### config.mk
export PLATFORM = sky130hd
export DESIGN_NAME = lock_ctrl
export DESIGN_NICKNAME = d
export VERILOG_FILES = /design/src/rtl/lock_ctrl_pkg.sv /design/src/rtl/lock_timer.sv /design/src/rtl/lock_ctrl.sv
export SDC_FILE = /design/constraint.sdc
export NUM_CORES = 1
export LEC_CHECK = 0
export ABC_AREA = 0
export CELL_PAD_IN_SITES_DETAIL_PLACEMENT = 1
export CELL_PAD_IN_SITES_GLOBAL_PLACEMENT = 1
export CORE_ASPECT_RATIO = 0.5
export CORE_MARGIN = 2
export CORE_UTILIZATION = 51
export DETAILED_ROUTE_END_ITERATION = 6
export HOLD_SLACK_MARGIN = 0.06
export PLACE_DENSITY_LB_ADDON = 0.1
export SYNTH_ARGS = -nofsm -noshare
export SYNTH_HDL_FRONTEND = slang
export SYNTH_SLANG_ARGS = --single-unit
export TNS_END_PERCENT = 30
### constraint.sdc
create_clock -name clk -period 5.1 [get_ports clk]
set_clock_uncertainty 0.2 [all_clocks]
set_input_delay 0.51 -clock clk [delete_from_list [all_inputs] [get_ports clk]]
set_output_delay 0.51 -clock clk [all_outputs]
set_load 0.1 [all_outputs]
### src/rtl/lock_ctrl_pkg.sv
// Shared types for the keypad lock controller.
// State encoding and BCD digit helpers.
package lock_ctrl_pkg;

    typedef enum logic [1:0] {
        IDLE    = 2'd0,
        PULSE   = 2'd1,
        SAVE    = 2'd2,
        LOCKOUT = 2'd3
    } state_t;

    typedef logic [3:0] bcd_t;

    localparam bcd_t BCD_MAX = 4'd9;
    localparam int   SAVE_WAIT = 4;

    function automatic logic is_bcd(input bcd_t d);
        return d <= BCD_MAX;
    endfunction

endpackage

### src/rtl/lock_timer.sv
// Loadable down-counter with a zero flag.
// Holds at zero once it gets there.
module lock_timer #(
    parameter int W = 8
) (
    input  logic         clk,
    input  logic         rst_n,
    input  logic         load_i,
    input  logic [W-1:0] val_i,
    input  logic         dec_i,
    output logic         zero_o
);

    logic [W-1:0] cnt_q, cnt_d;

    always_comb begin
        cnt_d = cnt_q;
        if (load_i) begin
            cnt_d = val_i;
        end else if (dec_i && (cnt_q != '0)) begin
            cnt_d = cnt_q - W'(1);
        end
    end

    always_ff @(posedge clk or negedge rst_n) begin
        if (!rst_n) begin
            cnt_q <= '0;
        end else begin
            cnt_q <= cnt_d;
        end
    end

    assign zero_o = (cnt_q == '0);

endmodule

### src/rtl/lock_ctrl.sv
// Keypad entry buffer, password compare and lockout sequencing
// that sits in front of an external lock FSM.
module lock_ctrl
    import lock_ctrl_pkg::*;
#(
    parameter int DIGITS         = 4,
    parameter int MAX_FAILS      = 3,
    parameter int LOCKOUT_CYCLES = 50_000_000
) (
    input  logic                           clk,
    input  logic                           RESETN,
    input  logic                           key_valid,
    input  logic [3:0]                     key_digit,
    input  logic                           clr,
    input  logic                           enter,
    input  logic                           LOCKED,
    input  logic                           savePW,
    input  logic                           saveAT,
    output logic                           E,
    output logic                           M,
    output logic                           lockout,
    output logic [$clog2(MAX_FAILS+1)-1:0] fail_cnt,
    output logic [$clog2(DIGITS+1)-1:0]    digit_cnt
);

    localparam int BW = DIGITS * 4;
    localparam int FW = $clog2(MAX_FAILS + 1);
    localparam int CW = $clog2(DIGITS + 1);
    localparam int TW = $clog2(LOCKOUT_CYCLES + 1);

    localparam logic [CW-1:0] FULL   = CW'(DIGITS);
    localparam logic [FW-1:0] FLIMIT = FW'(MAX_FAILS);
    localparam logic [TW-1:0] TLOAD  = TW'(LOCKOUT_CYCLES - 1);
    localparam logic [1:0]    SLAST  = 2'(SAVE_WAIT - 1);

    state_t        state_q, state_d;
    logic [BW-1:0] buf_q, buf_d;
    logic [BW-1:0] pw_q, pw_d;
    logic [CW-1:0] cnt_q, cnt_d;
    logic [FW-1:0] fail_q, fail_d;
    logic [1:0]    save_q, save_d;
    logic          match_q, match_d;
    logic          enter_q;

    logic          rise;
    logic          take;
    logic [FW-1:0] fail_inc;
    logic          tmr_load;
    logic          tmr_dec;
    logic          tmr_zero;

    // LOCKED is consumed by the lock FSM itself; nothing here depends on it.
    logic unused_locked;
    assign unused_locked = LOCKED;

    assign rise     = enter & ~enter_q;
    assign take     = key_valid & is_bcd(key_digit) & (cnt_q != FULL);
    assign fail_inc = fail_q + FW'(1);

    always_comb begin
        state_d  = state_q;
        buf_d    = buf_q;
        pw_d     = pw_q;
        cnt_d    = cnt_q;
        fail_d   = fail_q;
        save_d   = save_q;
        match_d  = match_q;
        tmr_load = 1'b0;
        tmr_dec  = 1'b0;
        unique case (state_q)
            IDLE: begin
                if (clr) begin
                    buf_d = '0;
                    cnt_d = '0;
                end else begin
                    if (take) begin
                        buf_d = {buf_q[BW-5:0], key_digit};
                        cnt_d = cnt_q + CW'(1);
                    end
                    if (rise && (cnt_q == FULL)) begin
                        state_d = PULSE;
                    end
                end
            end
            PULSE: begin
                match_d = (buf_q == pw_q);
                save_d  = '0;
                state_d = SAVE;
                if (clr) begin
                    buf_d = '0;
                    cnt_d = '0;
                end
            end
            SAVE: begin
                save_d = save_q + 2'd1;
                if (savePW) begin
                    pw_d    = buf_q;
                    fail_d  = '0;
                    buf_d   = '0;
                    cnt_d   = '0;
                    state_d = IDLE;
                end else if (saveAT) begin
                    buf_d   = '0;
                    cnt_d   = '0;
                    state_d = IDLE;
                    if (match_q) begin
                        fail_d = '0;
                    end else begin
                        fail_d = fail_inc;
                        if (fail_inc == FLIMIT) begin
                            state_d  = LOCKOUT;
                            tmr_load = 1'b1;
                        end
                    end
                end else if (save_q == SLAST) begin
                    state_d = IDLE;
                end else if (clr) begin
                    buf_d = '0;
                    cnt_d = '0;
                end
            end
            LOCKOUT: begin
                tmr_dec = 1'b1;
                if (tmr_zero) begin
                    fail_d  = '0;
                    state_d = IDLE;
                end
            end
            default: begin
                state_d = IDLE;
            end
        endcase
    end

    always_ff @(posedge clk or negedge RESETN) begin
        if (!RESETN) begin
            state_q <= IDLE;
            buf_q   <= '0;
            pw_q    <= '0;
            cnt_q   <= '0;
            fail_q  <= '0;
            save_q  <= '0;
            match_q <= 1'b0;
            enter_q <= 1'b0;
        end else begin
            state_q <= state_d;
            buf_q   <= buf_d;
            pw_q    <= pw_d;
            cnt_q   <= cnt_d;
            fail_q  <= fail_d;
            save_q  <= save_d;
            match_q <= match_d;
            enter_q <= enter;
        end
    end

    lock_timer #(
        .W(TW)
    ) u_timer (
        .clk   (clk),
        .rst_n (RESETN),
        .load_i(tmr_load),
        .val_i (TLOAD),
        .dec_i (tmr_dec),
        .zero_o(tmr_zero)
    );

    assign E         = (state_q == PULSE);
    assign M         = match_q;
    assign lockout   = (state_q == LOCKOUT);
    assign fail_cnt  = fail_q;
    assign digit_cnt = cnt_q;

endmodule

==> summary.txt, run 1 <==
final setup violation count -> 0
final cell area excluding filler cells -> 3940 um^2
Area Growth Syn to Fin -> 16.1%
total negative slack -> 0 ps
hold path cells -> 1
Sink Count -> 69
Hold/Removal Path Class -> reg2reg
RD Place Congestion -> 0.742
Async S/R FF share, synth -> 1.00
Max clock buf depth -> 2
CTS Root Cell -> clkbuf_16
run status -> completed
Pre-antenna DRT Iters -> 4
Die Span Y -> 61.7 um
final net count -> 343
wire length on met2 -> 4.40 mm
Post-Place Worst Slack -> 1780 ps
Leak Pwr -> 1.56 nW
cts repair resizes -> 0
RSZ-0062 raised after global routing -> no
M1 wire length -> 3.68 mm
hold buffer count at cts -> 1
H-tree depth -> 3
Syn Area/Cell -> 11.2 um^2
Slew Viols, Final -> 0
Inserted Clock Buffers -> 9
Yosys cell types -> 46
# rows -> 20
vias per cell -> 6.11
Critical Path AT -> 3550 ps
wire length on met3 -> 281 um
final hold slack -> 295 ps
Yosys top cell area share -> 0.508
Slew Limit Headroom -> 0.148
post-DP HPWL -> 5.56 mm
layout cells sized above 1 -> 0.129
f_max -> 284 MHz
Main synth FF type -> dfrtp_1
total wire length -> 8.50 mm
required time of the worst setup path -> 5130 ps
Setup Fix Bufs, Post-CTS -> 0
Crit Path Category -> reg2reg
vias in the first global route -> 2763
crit-path max FO -> 12
Worst-path clk slew -> 50 ps
worst skew pair latency -> 330 ps
IO buf count -> 18
initial DRC count -> 127
TritonCTS clock tree -> done
Worst Slack Setup Final -> 1580 ps
Core Area -> 6260 um^2
Seq/Total Area, Yosys -> 0.508
total number of vias -> 2528
fin crit period -> 3520 ps
Tcrit/Tclk final -> 0.691
highest metal used -> met4
Ports -> 20
Synth warnings -> 0
crit path capture type -> register
Initial Util -> 0.543
Synth area leader -> dfrtp_1
Post-Synthesis Cells -> 302
Post-synth EDFFs -> 0
FF-to-FF path depth -> 7
Setup crit start kind -> register
first-pass GRT wire length -> 13.9 mm
detailed-route DRC error count -> 0
GRT Residual Overflow -> 0
Slew @ Worst Pin -> 1260 ps
initial antenna violation count -> 0
Worst VDD drop -> 0.294 mV
ranking of synthesized cells by area -> dfrtp_1 (51%), mux2_2 (6.0%), xnor2_1 (5.2%), a22o_1 (4.4%), ha_1 (3.3%)
Final Hold Viols -> 0
syn_nets -> 323
routed len/inst -> 20.5 um
antenna fix cells -> 0
P per Cell Area -> 552 nW/um^2
max_cap viols -> 0
synthesized cell area -> 3400 um^2
Cell Area, Placed -> 3650 um^2
overall die width -> 119 um
DRT antenna net count -> 0
All-Layer GR Usage -> 0.255
largest net degree at the start of global routing -> 45
Post-synth top cells -> dfrtp_1 (69), xnor2_1 (20), mux2_2 (18), o21ai_0 (18), a22o_1 (17)
count leader, synth -> dfrtp_1
Die Area -> 7370 um^2
register bit total from synthesis -> 69
through the flow:
stage          cells  utilization  power [mW]
5_1_grt          414        0.630        2.28
6_report         414        0.630        2.18
3_3_place_gp     398        0.583        1.51
2_1_floorplan    302            -        1.33
4_1_cts          414        0.630        2.19
3_5_place_dp     398        0.583        1.57
placed cells by master (no fill, tap or decap), drive strengths merged, types with 8 or more instances in the layout:
master and count:
a21oi 8, a22o 17, clkbuf 12, clkdlybuf4s50 17, dfrtp 69, ha 9
inv 9, mux2 18, nand2 9, nand3 13, nor2 11, o21ai 18
or3 16, or4 9, xnor2 20
state kept, by name, indices dropped and copies added (netlist names), 2 cells and up:
register / count
buf_q: 16
state_q: 2
pw_q: 16
save_q: 2
digit_cnt: 3
fail_cnt: 2
u_timer.cnt_q: 26
logic make-up (layout without fill, tap and decap cells):
family / Yosys count / after routing / share of synthesized area
multiplexers: 21 / 21 / 0.0685
XOR/XNOR: 22 / 22 / 0.0567
AND/OR/NAND/NOR: 93 / 93 / 0.160
flip-flops: 69 / 69 / 0.508
AO/OA/AOI/OAI: 67 / 67 / 0.145
buffers and inverters: 21 / 45 / 0.0276
adder cells (fa/ha/maj): 9 / 9 / 0.0332
worst max-delay path, cell delays in order, from the launching register on:
cell	delay [ps]
dfrtp_1	420
inv_1	100
ha_1	220
nor4b_1	590
nand2_1	340
o311ai_1	1090
o21ai_0	280
nand3_1	170
power by group:
group	internal (mW)	switching [mW]	total, mW
combinational	0.274	0.493	0.768
sequential	0.668	0.135	0.803
clock	0.378	0.227	0.605
worst paths after layout:
path	endpoint	startpoint	slack [ps]
min in group asynchronous	u_timer.cnt_q[11]$_DFFE_PN0P_	RESETN	510
hold reg to reg	save_q[0]$_DFFE_PN0N_	save_q[0]$_DFFE_PN0N_	300
setup reg to reg	u_timer.cnt_q[17]$_DFFE_PN0P_	u_timer.cnt_q[0]$_DFFE_PN0P_	1580
setup / recovery	u_timer.cnt_q[17]$_DFFE_PN0P_	u_timer.cnt_q[0]$_DFFE_PN0P_	1580
max in group asynchronous	buf_q[7]$_DFFE_PN0P_	RESETN	3210
hold / removal	save_q[0]$_DFFE_PN0N_	save_q[0]$_DFFE_PN0N_	300
cell type report:
type,count,area (um^2)
Clock inverter,3,47.5
Sequential cell,69,1730
Clock buffer,12,236
Tap cell,88,110
Inverter,9,33.8
Timing Repair Buffer,21,200
Fill cell,679,2310
Multi-Input combinational cell,212,1590
routing by layer:
layer / global-route usage / vias up
met5: 0 / -
met4: 0.118 / 0
met3: 0.0575 / 12
met2: 0.482 / 50
met1: 0.292 / 1301
li1: - / 1165
Power figures use the tool's default switching activity.
==> run 2: changes to the inputs <==
CORE_UTILIZATION = 48   (was 51)
clock period = 3.6 ns   (was 5.1 ns; I/O delays follow)
==> run 2 against run 1 <==
Utilization shrank 3.9 points. Global-route usage shrank 2.7 points. Sequential share of layout area shrank 0.56 points. Non-clock buffer count grew 2. Sequential power grew 41%. Die area grew 5.9%. Combinational power grew 39%. Maximum frequency grew 14%. Via count shrank 0.59%. Wire length shrank 7.6%. Clock-buffer cell count shrank 1.
==> summary.txt, run 2 (synthesis results as in run 1) <==
Initial Util -> 0.503
Worst-path clk slew -> 50 ps
H-tree depth -> 3
initial antenna violation count -> 0
wire length on met2 -> 4.00 mm
max_cap viols -> 0
worst skew pair latency -> 330 ps
wire length on met3 -> 240 um
run status -> completed
Slew @ Worst Pin -> 987 ps
Slew Viols, Final -> 0
M1 wire length -> 3.49 mm
total number of vias -> 2513
IO buf count -> 18
total wire length -> 7.85 mm
TritonCTS clock tree -> done
Critical Path AT -> 3130 ps
total negative slack -> 0 ps
Setup crit start kind -> register
combinational share of power -> 0.338
final hold slack -> 34.0 ps
RD Place Congestion -> 0.817
Sink Count -> 69
# rows -> 21
vias per cell -> 5.97
Max clock buf depth -> 2
Crit Path Category -> reg2reg
Switching Power -> 1.19 mW
final net count -> 345
Register Area -> 1730 um^2
largest net degree at the start of global routing -> 70
routed len/inst -> 18.7 um
Leak Pwr -> 1.59 nW
Setup Fix Bufs, Post-CTS -> 0
first-pass GRT wire length -> 13.7 mm
Top Registers -> u_timer.cnt_q: 26 flops, buf_q: 16 flops, pw_q: 16 flops
post-DP HPWL -> 5.11 mm
max reg flops -> 26
Die Span Y -> 63.5 um
most common cell after layout, fill and taps aside -> dfrtp_1
fin crit period -> 3090 ps
Largest Register -> u_timer.cnt_q
cts repair resizes -> 0
crit-path max FO -> 18
f_max -> 324 MHz
Die Area -> 7800 um^2
switching portion of total power -> 0.376
CTS Root Cell -> clkbuf_16
Hold/Removal Path Class -> in2async
final setup violation count -> 0
P per Cell Area -> 791 nW/um^2
internal power -> 1.97 mW
detailed-route DRC error count -> 0
area of the multi-input gates -> 1580 um^2
Worst VDD drop -> 0.379 mV
crit path capture type -> register
Final Hold Viols -> 0
Core Area -> 6750 um^2
Clk pwr share -> 0.306
vias in the first global route -> 2792
hold buffer count at cts -> 0
Inserted Clock Buffers -> 9
DRT antenna net count -> 0
Slew Limit Headroom -> 0.340
highest metal used -> met4
All-Layer GR Usage -> 0.228
Area Growth Syn to Fin -> 17.6%
GRT Residual Overflow -> 0
RSZ-0062 raised after global routing -> no
initial DRC count -> 97
Ports -> 20
overall die width -> 123 um
Pre-antenna DRT Iters -> 4
sequential power share -> 0.357
required time of the worst setup path -> 3640 ps
layout cells sized above 1 -> 0.155
most frequent cells in the layout -> dfrtp_1 (69), xnor2_1 (20), mux2_2 (18), o21ai_0 (18), a22o_1 (17)
antenna fix cells -> 0
# fillers -> 695
Tcrit/Tclk final -> 0.858
## run 2: metal layers
layer / GRT usage / vias up
met1: 0.274 / 1288
met4: 0.0761 / 0
li1: - / 1174
met5: 0 / -
met2: 0.402 / 38
met3: 0.0562 / 13
## run 2: metrics by stage
step                 util  instances  instance area, um^2  total power, mW  setup WS, ps
CTS                 0.591        421                 3990             3.19           505
floorplan               -        302                 3400             1.89           489
global placement    0.542        405                 3660             2.13           713
finish              0.591        421                 3990             3.16           510
detailed placement  0.542        405                 3660             2.19           530
global route        0.591        421                 3990             3.35           286
## run 2: worst paths after layout
path                                              start                            end  slack (ps)  cells past startpoint
setup / recovery           u_timer.cnt_q[0]$_DFFE_PN0P_         state_q[0]$_DFFE_PN0P_         510                      7
hold / removal                                   RESETN  u_timer.cnt_q[15]$_DFFE_PN0P_          30                      2
min in group clk                  save_q[0]$_DFFE_PN0N_          save_q[0]$_DFFE_PN0N_         290                      1
max in group asynchronous                        RESETN            pw_q[3]$_DFFE_PN0P_        2590                      2
hold reg to reg                   save_q[0]$_DFFE_PN0N_          save_q[0]$_DFFE_PN0N_         290                      1
setup reg to reg           u_timer.cnt_q[0]$_DFFE_PN0P_         state_q[0]$_DFFE_PN0P_         510                      7
## run 2: power by group through the flow
stage	Clock (mW)	Combinational (mW)	Sequential, mW
final	0.966	1.07	1.13
after global routing	1.02	1.17	1.16
after CTS	0.988	1.08	1.13
after detailed placement	0	1.06	1.14
after global placement	0	1.01	1.12
after floorplan	0	0.649	1.24
## run 2: layout make-up
cell class / instances / area share
clock buffer: 11 / 0.0633
clock inverter: 5 / 0.0207
inverter: 9 / 0.00846
multi-input combinational: 212 / 0.394
sequential: 69 / 0.432
tap: 92 / 0.0288
timing repair buffer: 23 / 0.0520
## run 2: critical path: stages (launching register included)
cell	delay [ps]
dfrtp_1	410
inv_1	90
ha_1	220
nor4b_1	520
nand4_1	370
o31ai_4	660
and3_1	320
mux2i_1	210
